`src/rtl/alu_pkg.sv`:
```
// Shared constants for the ALU add/subtract datapath.
package alu_pkg;
    localparam int unsigned DATA_W = 16;
    localparam logic [DATA_W-1:0] SAT_POS = 16'h7FFF;
    localparam logic [DATA_W-1:0] SAT_NEG = 16'h8000;
endpackage

```
`src/rtl/cla_4bit.sv`:
```
// 4-bit carry-lookahead group: sum bits plus group generate/propagate for the
// second-level lookahead unit.
module cla_4bit (
    input  logic [3:0] a_i,
    input  logic [3:0] b_i,
    input  logic       cin_i,
    output logic [3:0] s_o,
    output logic       g_o,
    output logic       p_o
);
    logic [3:0] g;
    logic [3:0] p;
    logic [3:0] c;

    always_comb begin
        g = a_i & b_i;
        p = a_i ^ b_i;
        c[0] = cin_i;
        c[1] = g[0] | (p[0] & cin_i);
        c[2] = g[1] | (p[1] & g[0]) | (p[1] & p[0] & cin_i);
        c[3] = g[2] | (p[2] & g[1]) | (p[2] & p[1] & g[0]) | (p[2] & p[1] & p[0] & cin_i);
        s_o  = p ^ c;
        g_o  = g[3] | (p[3] & g[2]) | (p[3] & p[2] & g[1]) | (p[3] & p[2] & p[1] & g[0]);
        p_o  = &p;
    end
endmodule

```
`src/rtl/cla_16bit.sv`:
```
// Registered 16-bit signed add/subtract with two-level carry lookahead,
// two's-complement saturation and an overflow flag.
module cla_16bit
    import alu_pkg::*;
(
    input  logic              clk,
    input  logic              rst,
    input  logic [DATA_W-1:0] a,
    input  logic [DATA_W-1:0] b,
    input  logic              sub,
    output logic [DATA_W-1:0] sum,
    output logic              cout,
    output logic              v
);
    logic [DATA_W-1:0] beff;
    logic [DATA_W-1:0] raw;
    logic [3:0]        grp_g;
    logic [3:0]        grp_p;
    logic [4:0]        grp_c;
    logic              pos_ovf;
    logic              neg_ovf;

    logic [DATA_W-1:0] sum_d, sum_q;
    logic              cout_d, cout_q;
    logic              v_d, v_q;

    assign beff = sub ? ~b : b;

    for (genvar i = 0; i < 4; i++) begin : g_grp
        cla_4bit u_cla_4bit (
            .a_i   (a[4*i +: 4]),
            .b_i   (beff[4*i +: 4]),
            .cin_i (grp_c[i]),
            .s_o   (raw[4*i +: 4]),
            .g_o   (grp_g[i]),
            .p_o   (grp_p[i])
        );
    end

    // Each group carry is expanded from cin directly so no carry ripples between groups.
    always_comb begin
        grp_c[0] = sub;
        grp_c[1] = grp_g[0] | (grp_p[0] & sub);
        grp_c[2] = grp_g[1] | (grp_p[1] & grp_g[0]) | (grp_p[1] & grp_p[0] & sub);
        grp_c[3] = grp_g[2] | (grp_p[2] & grp_g[1]) | (grp_p[2] & grp_p[1] & grp_g[0])
                 | (grp_p[2] & grp_p[1] & grp_p[0] & sub);
        grp_c[4] = grp_g[3] | (grp_p[3] & grp_g[2]) | (grp_p[3] & grp_p[2] & grp_g[1])
                 | (grp_p[3] & grp_p[2] & grp_p[1] & grp_g[0])
                 | (grp_p[3] & grp_p[2] & grp_p[1] & grp_p[0] & sub);
    end

    always_comb begin
        pos_ovf = ~a[DATA_W-1] & ~beff[DATA_W-1] & raw[DATA_W-1];
        neg_ovf = a[DATA_W-1] & beff[DATA_W-1] & ~raw[DATA_W-1];
        if (pos_ovf) begin
            sum_d = SAT_POS;
        end else if (neg_ovf) begin
            sum_d = SAT_NEG;
        end else begin
            sum_d = raw;
        end
        cout_d = grp_c[4];
        v_d    = pos_ovf | neg_ovf;
    end

    always_ff @(posedge clk) begin
        if (rst) begin
            sum_q  <= '0;
            cout_q <= 1'b0;
            v_q    <= 1'b0;
        end else begin
            sum_q  <= sum_d;
            cout_q <= cout_d;
            v_q    <= v_d;
        end
    end

    assign sum  = sum_q;
    assign cout = cout_q;
    assign v    = v_q;
endmodule

```
`config.mk`:
```
export PLATFORM = sky130hd
export DESIGN_NAME = cla_16bit
export DESIGN_NICKNAME = d
export VERILOG_FILES = /design/src/rtl/alu_pkg.sv /design/src/rtl/cla_4bit.sv /design/src/rtl/cla_16bit.sv
export SDC_FILE = /design/constraint.sdc
export NUM_CORES = 1
export LEC_CHECK = 0
export BUFFER_PORTS_ARGS = -buffer_cell sky130_fd_sc_hd__buf_2
export CAP_MARGIN = 5
export CORE_UTILIZATION = 45
export DETAILED_ROUTE_END_ITERATION = 10
export HOLD_SLACK_MARGIN = 0.02
export PLACE_DENSITY = 0.77
export SYNTH_ARGS = -nofsm -noshare
export SYNTH_HDL_FRONTEND = slang
export SYNTH_HIERARCHICAL = 1
export SYNTH_SLANG_ARGS = --single-unit
```
`constraint.sdc`:
```
create_clock -name clk -period 3.25 [get_ports clk]
set_input_delay 0.65 -clock clk [delete_from_list [all_inputs] [get_ports clk]]
set_output_delay 0.65 -clock clk [all_outputs]
set_load 0.05 [all_outputs]
```
Word-level counts from Yosys, hierarchy flattened
Index checks and enable logic that the tools add are counted.
{"block": "word_totals", "reg_bits": 18, "input_bits": 35, "out_inout_bits": 18, "elab_cells": 151}
{"block": "classes", "muxes": 3, "bitwise_logic": 139, "reduce_logical": 5}
{"op": "1-bit bitwise AND", "count": 76}
{"op": "1-bit OR", "count": 47}
{"op": "16-bit 2-to-1 mux", "count": 2}
{"op": "4-bit bitwise XOR", "count": 8}
{"op": "4-bit bitwise AND", "count": 4}
{"op": "16-bit inverter", "count": 1}
{"op": "4-bit AND reduction", "count": 4}
{"op": "15-bit 2-to-1 mux", "count": 1}
{"op": "1-bit inverter", "count": 3}
{"op": "2-bit OR reduction", "count": 1}

Logic depth before layout (Yosys ltp)
{"block": "depth", "ltp_word": 18, "ltp_mapped": 16, "mapped_depth_nobuf": 14}

Cells and area by module
Netlist, hierarchy kept.
{"module": "cla_16bit", "n_inst": 1, "cells_each": 69, "area_per_inst_um2": 784.5}
{"module": "cla_4bit", "n_inst": 4, "cells_each": 22, "area_per_inst_um2": 182.7}

Worst setup path before layout
OpenSTA, ideal clock, no wires.
{"block": "synth_timing", "kind": "input port to flip-flop", "start": "input sub", "end": "register sum_q[10] (netlist: sum[10])", "setup_ns": 0.058, "arrival_ns": 3.271, "required_time_ns": 3.192, "path_slack_ns": -0.078, "path_stages": 16, "path_buffers": 3, "cell_sequence": "buf_6 > buf_2 > xor2_1 > ha_1 > a21oi_1 > nand2_1 > a21o_1 > a21o_1 > a21o_1 > nand4_1 > nand3_1 > xor2_1 > inv_1 > nor3_4 > buf_4 > o21a_1"}
{"block": "synth_via", "elab_cells_between_ends": 72}
{"item": "from (decl)", "line": "cla_16bit.sv:10", "source": "input logic sub,"}
{"item": "16-bit 2-to-1 mux (*)", "line": "cla_16bit.sv:27", "source": "assign beff = sub ? ~b : b;"}
{"item": "net beff[6]", "line": "cla_16bit.sv:15", "source": "logic [DATA_W-1:0] beff;"}
{"item": "4-bit bitwise AND / 4-bit bitwise XOR (equally long branches)", "line": "cla_4bit.sv:16, cla_4bit.sv:17"}
{"item": "1-bit bitwise AND", "line": "cla_4bit.sv:23", "source": "g_o = g[3] | (p[3] & g[2]) | (p[3] & p[2] & g[1]) | (p[3] & p[2] & p[1] & g[0]);"}
{"item": "1-bit OR / 1-bit bitwise AND (equally long branches) (2 in a row)", "line": "cla_4bit.sv:23"}
{"item": "1-bit OR (*)", "line": "cla_4bit.sv:23"}
{"item": "net grp_g[1]", "line": "cla_16bit.sv:17", "source": "logic [3:0] grp_g;"}
{"item": "1-bit OR (*) (2 in a row)", "line": "cla_16bit.sv:44", "source": "grp_c[2] = grp_g[1] | (grp_p[1] & grp_g[0]) | (grp_p[1] & grp_p[0] & sub);"}
{"item": "net grp_c[2]", "line": "cla_16bit.sv:19", "source": "logic [4:0] grp_c;"}
{"item": "1-bit bitwise AND (*)", "line": "cla_4bit.sv:20", "source": "c[2] = g[1] | (p[1] & g[0]) | (p[1] & p[0] & cin_i);"}
{"item": "1-bit OR (*)", "line": "cla_4bit.sv:20"}
{"item": "4-bit bitwise XOR (*)", "line": "cla_4bit.sv:22", "source": "s_o = p ^ c;"}
{"item": "16-bit 2-to-1 mux (*)", "line": "cla_16bit.sv:57", "source": "end else if (neg_ovf) begin"}
{"item": "15-bit 2-to-1 mux (*)", "line": "cla_16bit.sv:55", "source": "if (pos_ovf) begin"}
{"item": "to (signal assigned)", "line": "cla_16bit.sv:72", "source": "sum_q <= sum_d;"}
{"item": "to (decl)", "line": "cla_16bit.sv:23", "source": "logic [DATA_W-1:0] sum_d, sum_q;"}
The timed path passes the listed nets; every way through them passes the cells marked *.
A chain may end at the register's enable or synchronous reset.

Worst setup path in the final report
{"block": "layout_timing", "start": "input sub", "end": "register sum_q[2] (netlist: sum[2])"}
{"block": "layout_via", "elab_cells_between_ends": 67}
{"item": "16-bit 2-to-1 mux (*)", "line": "cla_16bit.sv:27"}
{"item": "net beff[2]", "line": "cla_16bit.sv:15"}
{"item": "4-bit bitwise AND / 4-bit bitwise XOR (equally long branches)", "line": "cla_4bit.sv:16, cla_4bit.sv:17"}
{"item": "1-bit bitwise AND", "line": "cla_4bit.sv:23"}
{"item": "1-bit OR / 1-bit bitwise AND (equally long branches) (2 in a row)", "line": "cla_4bit.sv:23"}
{"item": "1-bit OR (*)", "line": "cla_4bit.sv:23"}
{"item": "net grp_g[0]", "line": "cla_16bit.sv:17"}
{"item": "1-bit bitwise AND (*)", "line": "cla_16bit.sv:45", "source": "grp_c[3] = grp_g[2] | (grp_p[2] & grp_g[1]) | (grp_p[2] & grp_p[1] & grp_g[0])"}
{"item": "[2 not listed]"}
{"item": "net grp_c[3]", "line": "cla_16bit.sv:19"}
{"item": "1-bit bitwise AND (*)", "line": "cla_4bit.sv:21", "source": "c[3] = g[2] | (p[2] & g[1]) | (p[2] & p[1] & g[0]) | (p[2] & p[1] & p[0] & cin_i);"}
{"item": "1-bit OR (*)", "line": "cla_4bit.sv:21"}
{"item": "4-bit bitwise XOR (*)", "line": "cla_4bit.sv:22"}
{"item": "net raw[15]", "line": "cla_16bit.sv:16", "source": "logic [DATA_W-1:0] raw;"}
{"item": "1-bit inverter", "line": "cla_16bit.sv:54", "source": "neg_ovf = a[DATA_W-1] & beff[DATA_W-1] & ~raw[DATA_W-1];"}
{"item": "1-bit bitwise AND", "line": "cla_16bit.sv:54"}
{"item": "16-bit 2-to-1 mux", "line": "cla_16bit.sv:57"}
{"item": "15-bit 2-to-1 mux (*)", "line": "cla_16bit.sv:55"}
Marks and branches as above.

==> metrics.yaml <==
crit_path_start_kind: "input port"
cp.required_ns: 3.49
ios: 53
drt_first_pass_iters: 4
layout.cells.non_filler: 268
track_usage_pct: 17.6
yosys_most_used_dff: "dfxtp_1"
outcome: "completed"
h-tree-depth: 1
drive_gt1_share_pct: 37.9
wirelength_um: 2940
grt_max_degree: 11
hold_path_class: "in2reg"
port_buffers: 52
clkSinkCount: 18
overflow: 0
fin_nets: 284
power_uw: 990
crit_fanout: 9
drcViolationCount: 0
num_rows: 20
cp_common_cell: "a21o_1"
post-route-period-util_pct: 91.7
fin_crit_ns: 2.98
synth_most_common_cell: "ha_1"
crit_chain: "buf_2 > xor2_1 > ha_1 > a21oi_2 > nand2_1 > a21o_1 > a21o_1 > a21o_1 > a21o_1 > nand4_1 > nand3_1 > xor2_1 > inv_2 > nor3_4 > buf_4 > o21a_1"
critPathSlowestCell: "ha_1"
place.gp.congestion: 0.852
die_h_um: 60.0
yosysTopAreaCell: "dfxtp_1"
cts_tree: "yes"
cts_buffers: 3
vias: 1291
end_kind: "register"
netlist_top_cells_count: "ha_1 (20), inv_1 (19), xor2_1 (19), dfxtp_1 (18), o21a_1 (16)"
crit_start: "sub"
yosys_warnings: 6
synth_fp_nets: 216
cp_slowest_stage_delay_ns: 0.34
dp.cells: 264
report.final.slew_viol_count: 0
fmax_mhz: 335
cp-endpoint: "sum[2]"
synthCells: 157
yosysUniqueCellTypes: 23
floorplan.die.width_um: 60.0
core_sq_mm: 0.00313
synth_top_area_share_pct: 23.8
antenna_found_initial: 0
drv_cap: 0
ant_nets: 0
ys_ff_latch: 18
start_util_pct: 48.4
avgViaCountPerCell: 4.82
synth-seq-area-share_pct: 23.8
setup_viol_count_final: 0
cellPowerDensity_mw_per_mm2: 501
diodes: 0
wl_per_cell_um: 11.0
post-cts-setup-buffers: 0
clk_path_buf_depth: 2
async_reset_ff_share_pct: 0
synth_enable_flop_cells: 0
tightestPinTransition_ns: 0.289
die_area_sq_mm: 0.00360
max-slew-margin-rel_pct: 80.7
area_delta_synth_final_pct: 30.5
fin_util_pct: 63.2
crit_type: "in2reg"
synth_area_per_cell_sq_um: 9.65
postCtsHoldBufs: 0
finalHoldViolations: 0
ir_worst_vdd_uv: 338
power_leakage_uw: 0.00108
clk_pin_slew_ns: 0.11
root_buffer: "clkbuf_4"
dp_hpwl_um: 2510
grt_pass1_vias: 1149
grt_pass1_wl_um: 4880
setup_tns_ns: 0
critPathArrivalTime_ns: 3.22
synth_area_sq_mm: 0.00152
final_area_sq_mm: 0.00198
rsz0062_at_grt: "false"
place_area_sq_mm: 0.00194
first_iter_violations: 27
post_cts_resized: 0
synth_area_leaders: "dfxtp_1 (24%), ha_1 (17%), xor2_1 (11%), o21a_1 (7.9%), a21o_1 (5.5%)"
-- kinds of logic (layout without fill, tap and decap cells) --
group           count (synthesis)  count (layout)  share of synthesized area (%)
fa+ha+maj                      24              24                           21.8
flops                          18              18                           23.8
compound gates                 40              40                           20.1
simple gates                   24              24                           9.91
buf+inv                        23              90                           7.02
xor+xnor                       28              28                           17.4
-- critical path: cells and delay by family --
family	cells	cell delay, ns
AOI/OAI and AO/OA	6	0.96
xor gates and xnor gates	2	0.41
adders and majority gates	1	0.34
buffers and inverters	3	0.44
and+or+nand+nor	4	0.40
-- per-layer routing --
metal | up-vias | routed length [um] | share of wire, % | track usage [%]
met3 | 0 | 127 | 4.3 | 4.98
li1 | 668 | - | - | -
met2 | 35 | 1320 | 45 | 28.7
met5 | - | 0 | 0 | 0
met1 | 588 | 1490 | 51 | 24.3
met4 | 0 | 0 | 0 | 0.664
-- flip-flops by register name, indices dropped and copies added, names as in the netlist --
register and flops:
v 1, sum 16, cout 1
-- power by group --
group	switching (uW)	internal (uW)
logic	356	215
clock network	72.7	68.2
registers	11.5	266
total	440	549
-- stage by stage --
| stage | hold WS (ns) | worst slack [ns] |
|---|---|---|
| after floorplan | 0.719 | 0.00761 |
| after global placement | 0.907 | 0.0588 |
| after detailed placement | 0.903 | 0.00198 |
| after CTS | 0.577 | 0.283 |
| after global routing | 0.588 | 0.125 |
| final | 0.580 | 0.269 |
-- area by class of cell --
class	instances	area [sq um]
well taps	44	55.1
repair buffers	67	398
clock buffers	4	36.3
inverters	19	71.3
multi-input cells	116	1060
flip-flops and latches	18	360
fillers	269	1150
-- how the worst min path moves through the flow --
stage / slack (ns) / end / depth (start not counted) / startpoint
final: 0.58 / sum[15] / 2 / rst
after global routing: 0.59 / sum[15] / 2 / rst
after CTS: 0.58 / sum[15] / 2 / rst
after detailed placement: 0.90 / sum[15] / 2 / rst
after global placement: 0.91 / sum[15] / 2 / rst
after floorplan: 0.72 / sum[15] / 1 / rst
-- layout by cell type, fill, tap and decap left out, drive strengths merged, types with 4 or more instances in the layout --
cell | synthesis | routed
fa | 4 | 4
nand3 | 8 | 8
buf | 4 | 67
nand2 | 6 | 6
and4 | 4 | 4
dfxtp | 18 | 18
xnor2 | 8 | 8
ha | 20 | 20
nand4 | 4 | 4
a21oi | 10 | 10
xor2 | 20 | 20
clkbuf | 0 | 4
o21a | 16 | 16
a21o | 11 | 11
inv | 19 | 19
Power figures use the tool's default switching activity.
